[config.mk]
export PLATFORM = sky130hd
export DESIGN_NAME = time_keeper
export DESIGN_NICKNAME = d
export VERILOG_FILES = /design/src/rtl/time_pkg.sv /design/src/rtl/mod_counter.sv /design/src/rtl/time_keeper.sv
export SDC_FILE = /design/constraint.sdc
export NUM_CORES = 1
export LEC_CHECK = 0
export BUFFER_PORTS_ARGS = -buffer_cell sky130_fd_sc_hd__buf_2
export CORE_ASPECT_RATIO = 0.5
export CORE_MARGIN = 2
export CORE_UTILIZATION = 42
export CTS_BUF_LIST = sky130_fd_sc_hd__clkbuf_4 sky130_fd_sc_hd__clkbuf_8
export DETAILED_ROUTE_END_ITERATION = 8
export SLEW_MARGIN = 20
export SYNTH_ARGS = -nofsm -noshare
export SYNTH_HDL_FRONTEND = slang
export SYNTH_SLANG_ARGS = --single-unit
[constraint.sdc]
create_clock -name clk -period 2.3 [get_ports clk]
set_input_delay 0.23 -clock clk [delete_from_list [all_inputs] [get_ports clk]]
set_output_delay 0.23 -clock clk [all_outputs]
set_load 0.01 [all_outputs]
[src/rtl/time_pkg.sv]
// rtl/time_pkg.sv - shared encodings and limits for the alarm-clock time base
package time_pkg;

  typedef enum logic [1:0] {
    MODE_RUN       = 2'b00,
    MODE_SET_TIME  = 2'b01,
    MODE_SET_ALARM = 2'b10
  } mode_e;

  typedef enum logic [1:0] {
    IDLE   = 2'b00,
    RING   = 2'b01,
    SNOOZE = 2'b10
  } state_e;

  localparam int SEC_MAX = 59;
  localparam int MIN_MAX = 59;
  localparam int HR_MAX  = 23;

  localparam int SEC_W = 6;
  localparam int MIN_W = 6;
  localparam int HR_W  = 5;

endpackage

[src/rtl/mod_counter.sv]
// rtl/mod_counter.sv - wrap-at-MAX counter with clear, increment and carry
module mod_counter #(
  parameter int MAX   = 59,
  parameter int WIDTH = 6
) (
  input  logic             clk,
  input  logic             rst_n,
  input  logic             clr,
  input  logic             inc,
  output logic [WIDTH-1:0] value,
  output logic [WIDTH-1:0] value_next,
  output logic             carry_out
);

  localparam logic [WIDTH-1:0] MAX_V = WIDTH'(MAX);

  logic at_max;
  assign at_max = (value == MAX_V);

  always_comb begin
    value_next = value;
    if (clr) begin
      value_next = '0;
    end else if (inc) begin
      value_next = at_max ? '0 : value + 1'b1;
    end
  end

  assign carry_out = inc && !clr && at_max;

  always_ff @(posedge clk) begin
    if (!rst_n) begin
      value <= '0;
    end else begin
      value <= value_next;
    end
  end

endmodule

[src/rtl/time_keeper.sv]
// rtl/time_keeper.sv - 1 Hz prescaler, hh:mm:ss and alarm registers, ring/snooze FSM
module time_keeper
  import time_pkg::*;
#(
  parameter int CLK_HZ     = 100_000_000,
  parameter int SNOOZE_MIN = 5,
  parameter int RING_LEN_S = 60
) (
  input  logic             clk,
  input  logic             rst_n,
  input  logic [1:0]       mode,
  input  logic             inc_min,
  input  logic             inc_hr,
  input  logic             alarm_en,
  input  logic             snooze,
  input  logic             stop,
  output logic             tick_1hz,
  output logic [SEC_W-1:0] sec,
  output logic [MIN_W-1:0] min,
  output logic [HR_W-1:0]  hr,
  output logic [MIN_W-1:0] alm_min,
  output logic [HR_W-1:0]  alm_hr,
  output logic             alarm_ring
);

  localparam int PRESC_W   = $clog2(CLK_HZ);
  localparam int SNZ_TICKS = SNOOZE_MIN * 60;
  localparam int SNZ_W     = $clog2(SNZ_TICKS + 1);
  localparam int RING_W    = $clog2(RING_LEN_S + 1);

  localparam logic [PRESC_W-1:0] PRESC_LAST = PRESC_W'(CLK_HZ - 1);
  localparam logic [SNZ_W-1:0]   SNZ_LOAD   = SNZ_W'(SNZ_TICKS);
  localparam logic [RING_W-1:0]  RING_LOAD  = RING_W'(RING_LEN_S);

  logic [PRESC_W-1:0] presc;

  always_ff @(posedge clk) begin
    if (!rst_n) begin
      presc    <= '0;
      tick_1hz <= 1'b0;
    end else begin
      tick_1hz <= (presc == PRESC_LAST);
      presc    <= (presc == PRESC_LAST) ? '0 : presc + 1'b1;
    end
  end

  // Mode 11 behaves like RUN, so everything except SET_TIME lets time advance.
  logic set_time, set_alarm, time_adv;
  assign set_time  = (mode == MODE_SET_TIME);
  assign set_alarm = (mode == MODE_SET_ALARM);
  assign time_adv  = tick_1hz && !set_time;

  logic [SEC_W-1:0] sec_next;
  logic [MIN_W-1:0] min_next, alm_min_next;
  logic [HR_W-1:0]  hr_next, alm_hr_next;
  logic             sec_carry, min_carry, hr_carry, alm_min_carry, alm_hr_carry;

  mod_counter #(.MAX(SEC_MAX), .WIDTH(SEC_W)) u_sec (
    .clk(clk), .rst_n(rst_n), .clr(set_time), .inc(time_adv),
    .value(sec), .value_next(sec_next), .carry_out(sec_carry)
  );

  mod_counter #(.MAX(MIN_MAX), .WIDTH(MIN_W)) u_min (
    .clk(clk), .rst_n(rst_n), .clr(1'b0), .inc(set_time ? inc_min : sec_carry),
    .value(min), .value_next(min_next), .carry_out(min_carry)
  );

  mod_counter #(.MAX(HR_MAX), .WIDTH(HR_W)) u_hr (
    .clk(clk), .rst_n(rst_n), .clr(1'b0), .inc(set_time ? inc_hr : min_carry),
    .value(hr), .value_next(hr_next), .carry_out(hr_carry)
  );

  mod_counter #(.MAX(MIN_MAX), .WIDTH(MIN_W)) u_alm_min (
    .clk(clk), .rst_n(rst_n), .clr(1'b0), .inc(set_alarm && inc_min),
    .value(alm_min), .value_next(alm_min_next), .carry_out(alm_min_carry)
  );

  mod_counter #(.MAX(HR_MAX), .WIDTH(HR_W)) u_alm_hr (
    .clk(clk), .rst_n(rst_n), .clr(1'b0), .inc(set_alarm && inc_hr),
    .value(alm_hr), .value_next(alm_hr_next), .carry_out(alm_hr_carry)
  );

  logic unused_ok;
  assign unused_ok = ^{hr_carry, alm_min_carry, alm_hr_carry, alm_min_next, alm_hr_next};

  // Compare against the post-tick values so the match lands one cycle after the tick.
  logic match_q;

  always_ff @(posedge clk) begin
    if (!rst_n) begin
      match_q <= 1'b0;
    end else begin
      match_q <= time_adv && (sec_next == '0) &&
                 (min_next == alm_min) && (hr_next == alm_hr);
    end
  end

  state_e             state_q, state_d;
  logic [RING_W-1:0]  ring_cnt, ring_d;
  logic [SNZ_W-1:0]   snz_cnt, snz_d;

  always_comb begin
    state_d = state_q;
    ring_d  = ring_cnt;
    snz_d   = snz_cnt;
    if (!alarm_en) begin
      state_d = IDLE;
    end else begin
      case (state_q)
        IDLE: begin
          if (match_q) begin
            state_d = RING;
            ring_d  = RING_LOAD;
          end
        end
        RING: begin
          if (stop) begin
            state_d = IDLE;
          end else if (snooze) begin
            state_d = SNOOZE;
            snz_d   = SNZ_LOAD;
          end else if (tick_1hz) begin
            if (ring_cnt == '0 || ring_cnt == RING_W'(1)) begin
              state_d = IDLE;
              ring_d  = '0;
            end else begin
              ring_d = ring_cnt - 1'b1;
            end
          end
        end
        SNOOZE: begin
          if (stop) begin
            state_d = IDLE;
          end else if (tick_1hz) begin
            if (snz_cnt == '0 || snz_cnt == SNZ_W'(1)) begin
              state_d = RING;
              ring_d  = RING_LOAD;
              snz_d   = '0;
            end else begin
              snz_d = snz_cnt - 1'b1;
            end
          end
        end
        default: state_d = IDLE;
      endcase
    end
  end

  always_ff @(posedge clk) begin
    if (!rst_n) begin
      state_q    <= IDLE;
      ring_cnt   <= '0;
      snz_cnt    <= '0;
      alarm_ring <= 1'b0;
    end else begin
      state_q    <= state_d;
      ring_cnt   <= ring_d;
      snz_cnt    <= snz_d;
      alarm_ring <= (state_q == RING);
    end
  end

endmodule

After elaboration in Yosys (flattened, before gate mapping)
Index checks and enable logic that the tools add are counted.

word-level totals
  bits in registers = 75
  bits of input ports = 9
  output and inout port bits = 30
  logic and storage cells = 105

cells by class
  add/subtract/negate cells = 8
  eq/ne operators = 26
  multiplexer cells = 35
  bitwise operators = 1
  reductions and logical operators = 23

operators with widths
  cell                                                  number
  two-way mux 6 bit                                     14
  two-way mux 9 bit                                     5
  adder 27 x 1 -> 27 bit (second input constant)        1
  equality test 27 bit (second input constant)          1
  adder 6 x 1 -> 6 bit (second input constant)          3
  equality test 6 bit (second input constant)           3
  one-hot mux 6 bit (3 select lines)                    1
  one-hot mux 9 bit (2 select lines)                    1
  two-way mux 2 bit                                     8
  inequality test 2 bit (second input constant)         8
  two-way mux 5 bit                                     3
  zero test 6 bit                                       2
  adder 5 x 1 -> 5 bit (second input constant)          2
  equality test 5 bit (second input constant)           2
  equality test 9 x 1 -> 1 bit (second input constant)  1
  logical AND 1 bit                                     9
  zero test 9 bit                                       1
  AND reduction 9 bit                                   1
  subtractor 9 x 1 -> 9 bit (second input constant)     1
  inequality test 4 bit (second input constant)         2
  equality test 6 x 1 -> 1 bit (second input constant)  1
  equality test 6 bit                                   1
  inequality test 3 bit (second input constant)         2
  one-hot mux 2 bit (3 select lines)                    1
  other kinds (15)                                      19

Longest topological paths before layout
  depth in word-level cells = 11
  mapped depth = 9
  mapped depth without buffers = 8

By module
From an unflattened synthesis, not the netlist that was laid out.

second synthesis, totals
  cells, all modules = 465
  area, all modules = 4072.7 um^2

modules (own cells, without submodules)
  module                       times used  cells an instance  area an instance (um^2)  seq. area each (um^2)
  time_keeper                  1           296                2499.9                   940.9
  mod_counter (u_alm_min ...)  3           37                 321.6                    120.1
  mod_counter (u_alm_hr ...)   2           29                 304.0                    100.1

Worst setup path after synthesis
No wires, ideal clock.

  kind = flip-flop to flip-flop
  start point = register u_sec.value[0]
  end point = register match_q
  library setup time = 0.088 ns
  arrival time = 2.239 ns
  required time = 2.212 ns
  path slack = -0.027 ns
  cell stages (with the launch flop) = 9
  buffers on the path = 0
  clock period less this slack = 2.327 ns
  cell sequence = dfxtp_1 > ha_1 > nand2_1 > o31ai_4 > mux2i_1 > xnor2_1 > nor4_1 > o2111ai_1 > nor4_2

on the way
  longest elaborated chain between the ends = 8
  elaborated cells between the ends (all ways) = 17
  those cells by class = 1 x add/sub; 3 x eq/ne; 7 x mux; 6 x reduce/logical

RTL lines
  what                                                         RTL line                              source
  start, declared                                              mod_counter.sv:10                     output logic [WIDTH-1:0] value,
  start signal, assigned                                       mod_counter.sv:35                     value <= value_next;
  adder 6 x 1 -> 6 bit or equality test 6 bit (tied branches)  mod_counter.sv:25, mod_counter.sv:18
  two-way mux 6 bit or logical AND 1 bit (tied branches)       mod_counter.sv:25, mod_counter.sv:29
  two-way mux 6 bit or two-way mux 1 bit (tied branches)       mod_counter.sv:24, time_keeper.sv:64
  two-way mux 6 bit or logical AND 1 bit (tied branches)       mod_counter.sv:22, mod_counter.sv:29
  zero test 6 bit or two-way mux 1 bit (tied branches)         time_keeper.sv:93, time_keeper.sv:69
  logical AND 1 bit or two-way mux 5 bit (tied branches)       time_keeper.sv:93, mod_counter.sv:24
  logical AND 1 bit or equality test 5 bit (tied branches)     time_keeper.sv:93, time_keeper.sv:94
  logical AND 1 bit *                                          time_keeper.sv:94                     (min_next == alm_min) && (hr_next == alm_hr);
  end signal, assigned                                         time_keeper.sv:93                     match_q <= time_adv && (sec_next == '0) &&
  end, declared                                                time_keeper.sv:87                     logic match_q;

Every way passes the cells marked *; elsewhere a longest branch is shown, timed or not.
A chain may end at the register's enable or synchronous reset.

Worst setup path after layout
  start point = register u_min.value[1]
  end point = register match_q

on the way
  longest elaborated chain between the ends = 6
  elaborated cells between the ends (all ways) = 11
  those cells by class = 1 x add/sub; 3 x eq/ne; 4 x mux; 3 x reduce/logical

RTL lines
  what                                                         RTL line
  start, declared                                              mod_counter.sv:10
  start signal, assigned                                       mod_counter.sv:35
  adder 6 x 1 -> 6 bit or equality test 6 bit (tied branches)  mod_counter.sv:25, mod_counter.sv:18
  two-way mux 6 bit or logical AND 1 bit (tied branches)       mod_counter.sv:25, mod_counter.sv:29
  two-way mux 6 bit or two-way mux 1 bit (tied branches)       mod_counter.sv:24, time_keeper.sv:69
  equality test 6 bit or two-way mux 5 bit (tied branches)     time_keeper.sv:94, mod_counter.sv:24
  logical AND 1 bit or equality test 5 bit (tied branches)     time_keeper.sv:93, time_keeper.sv:94
  logical AND 1 bit *                                          time_keeper.sv:94

Marks and branches as above.

==> results.md <==
- Critical path depth: 9
- Worst R2R End: match_q
- Row count: 25
- GP Congestion: 0.799
- Final Setup Violations: 0
- Buffers and inverters on the worst path: 1
- 1st-pass router iterations: 4
- RSZ-0062 raised after global routing: false
- Gr usage total: about 17%
- Final period demand of the worst path: roughly 2.1 ns
- Max Root-Sink Buffers: 2
- Initial DRC count: 210
- Vias in the first global route: approximately 3100
- Critical Path RT: 2.58 ns
- CP startpoint kind: flop
- Mux share of post-synthesis cell area: under 10%
- CTS Root Cell: clkbuf_8
- Inserted Clock Buffers: 9
- Status: finished clean
- H-tree depth: 3
- Number of nets still failing antenna checks after routing: 0
- Seq/Total Area, Yosys: a little under two fifths
- Max Clk Rate: about 470 MHz
- Pwr/cell area: about 540 mW/mm2
- Crit path max fanout: 10
- Diode count: 0
- CP max stage delay: roughly 0.34 ns
- Core area: 0.00945 mm2
- Fin crit share: between 90% and 100%
- Hpwl dp: a little over 6000 um
- CTS tree: done
- Worst-skew pair later-pin latency: about 0.36 ns
- Drt wl/cell: 12.6 um
- Commonest non-fill, non-tap cell in the layout: dfxtp_1
- Residual DRC: 0
- Slowest-stage cell, CP: dfxtp_1
- Vias per std cell: roughly 5
- Initial Util: a little over two fifths
- Antenna violations before repair: 0
- P&R area growth vs syn: 16.0%
- Type of the worst setup path: flop to flop
- Simple-gate area share of the yosys netlist: a little over 30%
- CTS clk-pin slew, worst paths: roughly 0.080 ns
- Post-synth top area cell: dfxtp_1
- Worst slew pin tran: 0.536 ns
- WP data arrival: approximately 2.4 ns
- Setup crit end: match_q
- First-pass GRT wire length: 14300 um
- EDFF count, synth: 0
- Setup Skew: about 0.01 ns
- Detailed Route WL: ~8500 um
- Crit end category: flop
- IO Count: 39
- Delay-heaviest family, CP: simple AND/OR/NAND/NOR gates
- XOR/XNOR Fraction of Synth Area: ~9.3%
- Setup TNS: 0 ns
- Synthesized area: approximately 0.004 mm2
- Synth Flop Type: dfxtp_1
- Critical path, cell by cell: ha_1 -> nor2b_1 -> and2_2 -> a21boi_2 -> buf_4 -> mux2i_4 -> xor2_2 -> nand4_1 -> nor4_2
- Final hold vios: 0
- Layout cells sized above 1: between 15 and 20%
- Worst-case vdd ir drop: roughly 260 uV
- R2r worst-path depth: 9
- Die W: between 100 and 150 um
- Synth Area in Compound Gates: a little over an eighth
- Clock sinks: 75
- Area fraction of the dominant cell type after synthesis: between 30 and 40%
- Net count after synthesis: between 500 and 600
- Reg-to-reg critical path startpoint: u_min.value[1]
- Max cap viols: 0
- # nets final: 557
- Die area: about 0.011 mm2
- Seq cells post-synth: 75
- Slew HR: 63.9%
- Top cells by area, synth: dfxtp_1, nor2_1, xor2_1, xnor2_1, ha_1
- Grt ovf: 0
- Share of synthesized registers carrying an async set or reset: 0%
- Total power: 0.00257 W
- LEAKAGE: about 1.9 nW
- Vias: 3420
- Post-Syn Instances: ~490
- Synthesized area per cell: 8.33 um2
- Synth Warn #: 0
- Largest net degree at the start of global routing: 39
- Fin. max-slew vios: 0
- Crit path from: u_min.value[1]
- Die height: roughly 74 um
- Worst hold path class: input pin to flop
- R2R setup slack: 0.15 ns
- Unique masters post-synth: a little under 60
- Most frequent cells in the layout: dfxtp_1, nor2_1, buf_2, nand2_1
- Post-Synth Adder-Cell Area: 3.69%
- I/O Buffers: 38
- Largest family of logic cells by synthesized area: simple AND/OR/NAND/NOR gates
routing by layer:
metal  vias up  global-route usage, %  share of wire, %
met2        46                   27.0                41
li1       1807                      -                 -
met1      1558                   22.5                53
met4         0                   5.56               1.1
met3         9                   5.15               4.1
met5         -                      0                 0
worst min path at each step:
stage	slack [ns]	cells after the start	start	endpoint
6_report	0.10	2	stop	state_q[1]
3_3_place_gp	0.42	1	presc[0]	presc[0]
4_1_cts	0.09	2	stop	state_q[1]
5_1_grt	0.09	2	stop	state_q[1]
2_1_floorplan	0.31	1	stop	state_q[1]
3_5_place_dp	0.43	1	presc[0]	presc[0]
per-stage QoR:
stage	hold slack (ns)	util (%)	area (um2)	std cells	setup WS (ns)
floorplan	0.307	-	4070	489	0.0179
global route	0.0858	50.0	4720	676	0.0112
CTS	0.0880	49.6	4690	676	0.0708
global placement	0.424	47.2	4460	660	0.148
finish	0.103	50.0	4720	676	0.150
detailed placement	0.433	47.2	4460	660	0.0839
worst register-to-register path, stage by stage, from the launching register on:
cell,delay (ns)
dfxtp_1,0.34
ha_1,0.21
nor2b_1,0.16
and2_2,0.24
a21boi_2,0.19
buf_4,0.20
mux2i_4,0.28
xor2_2,0.18
nand4_1,0.14
nor4_2,0.14
final cells by class:
| class | instances | area (um2) |
|---|---|---|
| fillers | 941 | 4720 |
| multi-input cells | 381 | 2450 |
| flip-flops and latches | 75 | 1500 |
| repair buffers | 55 | 318 |
| well taps | 135 | 169 |
| clock buffers | 12 | 153 |
| clock inverters | 4 | 73.8 |
| inverters | 14 | 52.6 |
synth_stat cells (2+ instances only):
master	count
dfxtp_1	75
nor2_1	65
nand2_1	33
a21oi_1	25
o21ai_0	25
xor2_1	23
xnor2_1	20
nand3_1	19
and2_1	16
nor3_1	16
nor2b_1	15
inv_1	14
clkbuf_1	13
and3_1	12
ha_1	12
mux2i_1	11
nand2b_1	9
nand4_1	8
nand3b_1	7
nor4_1	5
or3_1	5
a21boi_0	4
nor4b_1	4
a22o_1	3
a31oi_1	3
buf_6	3
o2111ai_1	3
o22ai_1	3
and4_1	2
buf_2	2
nand4b_1	2
nor3b_1	2
o211ai_1	2
o21a_1	2
o2bb2ai_1	2
or4_1	2
cells by family after synthesis:
group,Yosys count
AO/OA/AOI/OAI,83
multiplexers,11
adder cells (fa/ha/maj),12
flip-flops,75
XOR/XNOR,43
AND/OR/NAND/NOR,232
buffers and inverters,33
power breakdown:
group / leakage, nW / switching, W / internal (W)
registers: 0.605 / 0.00000907 / 0.00131
clock network: 0.117 / 0.000484 / 0.000665
logic: 1.16 / 0.0000631 / 0.0000430
registers in the layout, summed over array words and instances (netlist names):
name and count:
u_alm_min.value 6, u_sec.value 6, alarm_ring 1, ring_cnt 6
u_alm_hr.value 5, u_min.value 6, state_q 2, snz_cnt 9
presc 27, tick_1hz 1, match_q 1, u_hr.value 5
timing repair:
item | CTS | global route
endpoints found under the setup margin | 0 | 3
hold buffers | 0 | 0
setup buffers | 0 | 0
gates resized for setup | 0 | 8
(Power assumes the default switching activity.)
